==> src/rtl/uart_arb_pkg.sv <==
// rtl/uart_arb_pkg.sv - shared state encoding, defaults and width helper for the UART TX arbiter
package uart_arb_pkg;

    typedef enum logic [1:0] {
        ST_IDLE      = 2'd0,
        ST_START     = 2'd1,
        ST_WAIT_BUSY = 2'd2,
        ST_WAIT_DONE = 2'd3
    } arb_state_t;

    localparam int DEF_N_REQ       = 4;
    localparam int DEF_DATA_W      = 8;
    localparam int DEF_RFN_TIMEOUT = 16;

    function automatic int owner_w(input int n);
        return (n > 1) ? $clog2(n) : 1;
    endfunction

endpackage

==> src/rtl/rr_priority_picker.sv <==
// rtl/rr_priority_picker.sv - combinational round-robin pick: first set request at or above ptr, wrapping
module rr_priority_picker
    import uart_arb_pkg::*;
#(
    parameter int N_REQ = DEF_N_REQ,
    localparam int OW   = owner_w(N_REQ)
) (
    input  logic [N_REQ-1:0] i_req,
    input  logic [OW-1:0]    i_ptr,
    output logic [N_REQ-1:0] o_onehot,
    output logic [OW-1:0]    o_idx,
    output logic             o_any
);

    logic [OW-1:0] cand;

    // Walk downward in distance from ptr so the nearest requester is written last and wins.
    always_comb begin
        o_onehot = '0;
        o_idx    = '0;
        cand     = '0;
        o_any    = |i_req;
        for (int k = N_REQ - 1; k >= 0; k--) begin
            cand = OW'((int'(i_ptr) + k) % N_REQ);
            if (i_req[cand]) begin
                o_idx    = cand;
                o_onehot = N_REQ'(1) << cand;
            end
        end
    end

endmodule

==> src/rtl/uart_tx_arbiter.sv <==
// rtl/uart_tx_arbiter.sv - round-robin byte arbiter with packet lock feeding one UART transmitter
module uart_tx_arbiter
    import uart_arb_pkg::*;
#(
    parameter int N_REQ       = DEF_N_REQ,
    parameter int DATA_W      = DEF_DATA_W,
    parameter int RFN_TIMEOUT = DEF_RFN_TIMEOUT,
    localparam int OW         = owner_w(N_REQ),
    localparam int CW         = $clog2(RFN_TIMEOUT + 1)
) (
    input  logic                    clk,
    input  logic                    rst,
    input  logic [N_REQ-1:0]        i_req,
    input  logic [N_REQ-1:0]        i_lock,
    input  logic [N_REQ*DATA_W-1:0] i_data,
    output logic [N_REQ-1:0]        o_gnt,
    input  logic                    i_RFN,
    output logic [DATA_W-1:0]       o_data,
    output logic                    o_nTx_EN,
    output logic [OW-1:0]           o_owner,
    output logic                    o_busy
);

    arb_state_t    state;
    logic [OW-1:0] ptr;
    logic          lock_hold;
    logic [CW-1:0] cnt;

    logic [N_REQ-1:0]  pick_onehot;
    logic [OW-1:0]     pick_idx;
    logic              pick_any;
    logic              owner_wins;
    logic [OW-1:0]     win_idx;
    logic [DATA_W-1:0] win_byte;

    rr_priority_picker #(.N_REQ(N_REQ)) u_picker (
        .i_req   (i_req),
        .i_ptr   (ptr),
        .o_onehot(pick_onehot),
        .o_idx   (pick_idx),
        .o_any   (pick_any)
    );

    assign owner_wins = lock_hold && i_req[o_owner];
    assign win_idx    = owner_wins ? o_owner : pick_idx;
    assign win_byte   = i_data[int'(win_idx)*DATA_W +: DATA_W];

    always_ff @(posedge clk or posedge rst) begin
        if (rst) begin
            state     <= ST_IDLE;
            ptr       <= '0;
            lock_hold <= 1'b0;
            cnt       <= '0;
            o_gnt     <= '0;
            o_data    <= '0;
            o_nTx_EN  <= 1'b1;
            o_owner   <= '0;
            o_busy    <= 1'b0;
        end else begin
            o_gnt <= '0;
            case (state)
                ST_IDLE: begin
                    if (i_RFN && pick_any) begin
                        if (!owner_wins) begin
                            lock_hold <= 1'b0;
                        end
                        o_gnt   <= owner_wins ? (N_REQ'(1) << o_owner) : pick_onehot;
                        o_data  <= win_byte;
                        o_owner <= win_idx;
                        cnt     <= '0;
                        o_busy  <= 1'b1;
                        state   <= ST_START;
                    end
                end
                ST_START: begin
                    // Strobe drops one cycle after the grant; RFN only counts while it is low.
                    if (o_nTx_EN) begin
                        o_nTx_EN <= 1'b0;
                        cnt      <= '0;
                    end else if (!i_RFN) begin
                        o_nTx_EN <= 1'b1;
                        state    <= ST_WAIT_DONE;
                    end else if (cnt == CW'(RFN_TIMEOUT - 1)) begin
                        o_nTx_EN <= 1'b1;
                        state    <= ST_WAIT_BUSY;
                    end else begin
                        cnt <= cnt + CW'(1);
                    end
                end
                ST_WAIT_BUSY: begin
                    o_nTx_EN <= 1'b0;
                    cnt      <= '0;
                    state    <= ST_START;
                end
                ST_WAIT_DONE: begin
                    if (i_RFN) begin
                        o_busy    <= 1'b0;
                        ptr       <= (o_owner == OW'(N_REQ - 1)) ? '0 : o_owner + OW'(1);
                        lock_hold <= i_lock[o_owner];
                        state     <= ST_IDLE;
                    end
                end
                default: state <= ST_IDLE;
            endcase
        end
    end

endmodule
==> config.mk <==
export PLATFORM = sky130hd
export DESIGN_NAME = uart_tx_arbiter
export DESIGN_NICKNAME = d
export VERILOG_FILES = /design/src/rtl/uart_arb_pkg.sv /design/src/rtl/rr_priority_picker.sv /design/src/rtl/uart_tx_arbiter.sv
export SDC_FILE = /design/constraint.sdc
export NUM_CORES = 1
export LEC_CHECK = 0
export ABC_AREA = 1
export BUFFER_PORTS_ARGS = -buffer_cell sky130_fd_sc_hd__buf_2
export CORE_AREA = 10 10 80 82
export CTS_CLUSTER_DIAMETER = 100
export DETAILED_ROUTE_END_ITERATION = 16
export DIE_AREA = 0 0 90 92
export GPL_ROUTABILITY_DRIVEN = 0
export PLACE_DENSITY = 0.74
export SLEW_MARGIN = 15
export SYNTH_ARGS = -nofsm -noshare
export SYNTH_HDL_FRONTEND = slang
export SYNTH_SLANG_ARGS = --single-unit
==> constraint.sdc <==
create_clock -name clk -period 2 [get_ports clk]
set_input_delay 0.6 -clock clk [delete_from_list [all_inputs] [get_ports clk]]
set_output_delay 0.6 -clock clk [all_outputs]
set_load 0.02 [all_outputs]
; ---- After elaboration in Yosys (flattened, before gate mapping)
; Cells that the tools add are included.
[word_totals]
reg_bits = 26
[op_classes]
addsub = 5
n_lt_le_gt_ge = 5
n_eq_ne = 12
shifts = 6
n_mux = 47
n_reduce_logical = 13
[ops]
columns = operator, count
row1 = 32-bit by 6-bit indexed part select with 8-bit output, 1
row2 = 4-bit 2-to-1 mux, 7
row3 = 2-bit 2-to-1 mux, 11
row4 = 5-bit 2-to-1 mux, 4
row5 = 1-bit by 2-bit left shift with 4-bit output (first input constant), 5
row6 = 2-bit by 3-bit < comparator with 1-bit output (second input constant), 5
row7 = 5-bit case mux with 3 select lines, 1
row8 = 1-bit 2-to-1 mux, 14
row9 = 1-bit binary-select mux with 2-bit select, 6
row10 = 4-bit AND reduction, 3
row11 = 3-bit != test (second input constant), 3
row12 = 2-bit != test (second input constant), 4
row13 = 2-bit case mux with 4 select lines, 1
row14 = 2-bit equality test (second input constant), 3
row15 = 1-bit case mux with 2 select lines, 3
row16 = 5-bit by 1-bit adder with 5-bit output (second input constant), 1
row17 = 5-bit by 4-bit equality test with 1-bit output (second input constant), 1
row18 = 2-bit by 1-bit adder with 2-bit output (second input constant), 2
row19 = 2-bit adder (second input constant), 2
row20 = 2-bit AND reduction, 2
row21 = 2-bit nonzero test, 2
row22 = 4-bit OR reduction, 1
row23 = 3-bit AND reduction, 1
row24 = 3-bit nonzero test, 1
row25 = 3 further kinds, 4

; ---- Longest topological paths before layout
[logic_depth]
ltp_word = 10
mapped_depth = 18
mapped_depth_nobuf = 16

; ---- Cells and area by module
; A second synthesis with hierarchy kept.
[hier_totals]
hier_cells = 339
area_unflattened_um2 = 2275.9
[modules_own_cells]
columns = module, instances, cells_per_inst, area_per_inst_um2, seq_area_each_um2
row1 = uart_tx_arbiter, 1, 256, 1811.7, 651.9
row2 = rr_priority_picker, 1, 83, 464.2, 0.0

; ---- Least setup slack after synthesis
; No wires, ideal clock.
[synth_path]
path_type = register to register
startpoint = register ptr[0]
endpoint = register o_data[7]
setup_time_ns = 0.116
arrival_time_ns = 1.981
path_slack_ns = -0.098
path_stages_with_launch = 19
synth_period_minus_slack_ns = 2.098
cell_sequence = dfrtp_1 buf_6 inv_6 ha_1 inv_1 nand3_2 nand2_2 inv_2 nand2_2 nand2_2 nand2_2 nand3_4 nand2_4 buf_8 nand2_1 nand3_1 nand2_1 nand2_1 nand2_1
[synth_via]
elab_chain_cells = 9
[synth_rtl]
columns = item, line_no
row1 = start: declaration, uart_tx_arbiter.sv:25  ; logic [OW-1:0] ptr;
row2 = start signal: assignment, uart_tx_arbiter.sv:98  ; ptr <= (o_owner == OW'(N_REQ - 1)) ? '0 : o_owner + OW'(1);
row3 = 2-bit adder, rr_priority_picker.sv:24  ; cand = OW'((int'(i_ptr) + k) % N_REQ);
row4 = 1-bit binary-select mux with 2-bit select, rr_priority_picker.sv:25  ; if (i_req[cand]) begin
row5 = 1-bit 2-to-1 mux (implied by the code), rr_priority_picker.sv:25
row6 = 2-bit 2-to-1 mux (3 in series), rr_priority_picker.sv:25
row7 = 2-bit 2-to-1 mux *, rr_priority_picker.sv:25
row8 = 2-bit 2-to-1 mux *, uart_tx_arbiter.sv:45  ; assign win_idx = owner_wins ? o_owner : pick_idx;
row9 = 32-bit by 6-bit indexed part select with 8-bit output *, uart_tx_arbiter.sv:46  ; assign win_byte = i_data[int'(win_idx)*DATA_W +: DATA_W];
row10 = end signal: assignment, uart_tx_arbiter.sv:68  ; o_data <= win_byte;
row11 = end: declaration, uart_tx_arbiter.sv:18  ; output logic [DATA_W-1:0] o_data,
; Every way passes the cells marked *; elsewhere a longest branch is shown, timed or not. The select of a mux whose other input is x is not followed.
; A chain may end at the register's enable or synchronous reset.

; ---- Worst setup path after layout
[layout_path]
startpoint = register ptr[0]
endpoint = register o_data[0]
; The elaborated chain is that of the path after synthesis.

==> summary.md <==
| Metric | Value |
|---|---|
| Status | completed |
| Synth Register Bits | 26 |
| Core Area | 0.00491 mm² |
| Post-Syn Nets | between 300 and 400 |
| Reg area | 653 µm² |
| Die width | 90 µm |
| Most common cell after layout, fill and taps aside | nand2_1 |
| DR WL/cell | 12.7 µm |
| Fin Clk Skew | 6.63 ps |
| CTS tree | built |
| Post-synth EDFFs | 0 |
| WL final | between 5 and 6 mm |
| Grt ovf | 0 |
| Total global-route track usage | a little over an eighth |
| P per Cell Area | 1820 mW/mm² |
| Rel. slew slack | approximately 74% |
| Global-route wire length before repair | 9.73 mm |
| Worst setup SP type | flip-flop |
| Design Power | 0.00539 W |
| Layout Utilization | 60.2% |
| Ant. Diodes | 0 |
| Worst path required time | between 2000 and 2500 ps |
| Max FO, Critical Path | 8 |
| Root buffer cell | clkbuf_8 |
| # fillers | 444 |
| Slew @ Worst Pin | 384 ps |
| Vias in the first global route | 2229 |
| Clock sink total | 26 |
| Seq/Total Area, Yosys | between 20 and 30% |
| VDD IR max | 0.945 mV |
| Clock share of power | under 10% |
| RSZ-0062 raised after global routing | true |
| Layout cell share with drive strength beyond 1 | 35.2% |
| Final Critical Period | 1930 ps |
| Initial antenna violation count | 0 |
| Pre-Repair DR Iteration Count | 5 |
| Dpl hpwl | 4.61 mm |
| DP Area | 0.00278 mm² |
| Internal | 0.00270 W |
| Fin. Hold Viols | 0 |
| Area share of the leading cell type in the synthesized netlist | 27.9% |
| Post-synthesis cell count | approximately 320 |
| CP Class | reg -> reg |
| Tcrit/Tclk final | 96.5% |
| Clk buf depth | 2 |
| Synth Flop Type | dfrtp_1 |
| Later-pin clock latency in the skew report | 270 ps |
| Crit path DAT | 2150 ps |
| Remaining DRCs | 0 |
| Net Sw Power | 0.00269 W |
| Nets | 463 |
| Vias/cell | slightly below 5 |
| Synthesized cell area | about 0.0022 mm² |
| Logic pwr share | 76.8% |
| H-Tree Depth | 1 |
| Clock slew seen by the registers of the worst setup and hold paths | 90 ps |
| # Max-Cap Violations | 0 |
| Commonest non-fill, non-tap cells in the layout | nand2_1 (65), buf_2 (58), inv_1 (57) |
| Part of the power in registers | between 10% and 20% |
| Port bufs | 58 |
| Synth top area cells | dfrtp_1 (28%), nand2_1 (11%), ha_1 (10%) |
| Ports | 59 |
| Final slew viol count | 0 |
| Pleak | 1.68 nW |
| Area Growth Syn to Fin | 32.1% |
| Fraction of registers with async set/reset | 100% |
| Initial Util | between 40% and 50% |
| Fmax | 518 MHz |
| Area leader, netlist | dfrtp_1 |
| Largest net degree at the start of global routing | 27 |
| Length in cells of the worst reg-to-reg path | 16 |
| Cts bufs inserted | 3 |
| CP Capture Type | flip-flop |
| Multi-input logic area | 0.00135 mm² |
| Syn_area_per_cell | 7.04 µm² |
| Full die area | 0.00828 mm² |
| Ys Warns | 0 |
| Die H | ~92 µm |
| Net Sw Frac | between 40% and 50% |
| Synth unique cells | 36 |
| Cell Rows | 26 |
| Post-route ant nets | 0 |
| Final Setup Violations | 0 |
| Final Instance Area | about 0.0030 mm² |
| Vias | about 2300 |
| Worst Hold Class | in -> async |
| DRT iter0 DRCs | 164 |
-- power by group through the flow --
stage / Sequential (W) / Combinational (W) / Clock, W
floorplan: 0.00106 / 0.00244 / 0
global placement: 0.000912 / 0.00367 / 0
detailed placement: 0.000913 / 0.00374 / 0
CTS: 0.000906 / 0.00376 / 0.000352
global route: 0.000934 / 0.00462 / 0.000378
finish: 0.000911 / 0.00414 / 0.000340
-- kinds of logic (layout without fill, tap and decap cells) --
logic type	after synthesis	count (layout)	share of synthesized area, %
muxes	2	2	0.950
DFF	26	26	29.1
adders and majority gates	18	18	10.1
AOI/OAI and AO/OA	45	45	12.1
buffers and inverters	72	154	14.1
and+or+nand+nor	155	156	33.7
-- sequential cells by signal, indices dropped and copies added (netlist names) --
signal,count
ptr,2
state,2
cnt,5
o_busy,1
o_nTx_EN,1
o_data,8
lock_hold,1
o_owner,2
o_gnt,4
-- path summary, 6_finish.rpt --
| kind | startpoint | endpoint | slack [ps] |
|---|---|---|---|
| min in group clk | o_data[4] | o_data[4] | 490 |
| setup reg to reg | ptr[0] | o_data[0] | 70 |
| setup / recovery | ptr[0] | o_data[0] | 70 |
| hold / removal | rst | o_data[0] | 360 |
| max in group asynchronous | rst | o_nTx_EN | 1340 |
| hold reg to reg | o_data[4] | o_data[4] | 490 |
-- area by class of cell --
cell class / count / share of cell area [%]
inverters: 65 / 8.68
well taps: 70 / 2.96
clock buffers: 4 / 1.86
multi-input cells: 221 / 45.6
repair buffers: 85 / 18.8
flip-flops and latches: 26 / 22.1
-- synth_stat cells, types with 2 or more instances --
library cell,number
o22ai_1,2
nand3_2,4
ha_1,18
o31ai_1,2
nand3_1,40
nor2_1,16
o21ai_0,20
nand2_4,3
buf_6,2
nand2_2,19
inv_2,4
a21oi_1,11
o221ai_1,3
dfrtp_1,25
inv_1,59
nand2_1,66
buf_4,3
nor3_1,3
-- layer usage --
layer	wire length (µm)	global-route usage (%)	part of all wire, %	up-vias
li1	-	-	-	1174
met5	0	0	0	-
met4	53	1.99	0.88	0
met1	2840	17.6	47	1045
met2	2750	22.6	46	82
met3	351	3.50	5.9	8
-- worst max-delay path, stage by stage (launching register included) --
cell and delay [ps]:
dfrtp_2 470, inv_8 70, ha_4 210, inv_2 50, nand3_2 80, nand2_2 100, inv_4 50, nand2_4 50
nand2_2 40, nand2_2 60, nand3_4 160, clkbuf_16 220, nand3_1 60, nand3_1 80, nand2_1 70, nand2_1 40
nand2_1 50
-- stage by stage --
| stage | TNS [ps] | hold WS [ps] | setup slack, ps | cells |
|---|---|---|---|---|
| floorplan | 0 | 474 | 0.179 | 318 |
| global placement | 0 | 462 | 7.36 | 462 |
| detailed placement | -108 | 463 | -29.0 | 462 |
| CTS | 0 | 370 | 21.3 | 466 |
| global route | -366 | 389 | -58.9 | 471 |
| finish | 0 | 357 | 69.3 | 471 |
-- what timing repair did --
item | 4_1_cts | 5_1_grt
buffers inserted | 0 | 3
gates resized for setup | 0 | 15
setup endpoints to repair | 0 | 12
hold buffers | 0 | 0
Power figures use the tool's default switching activity.
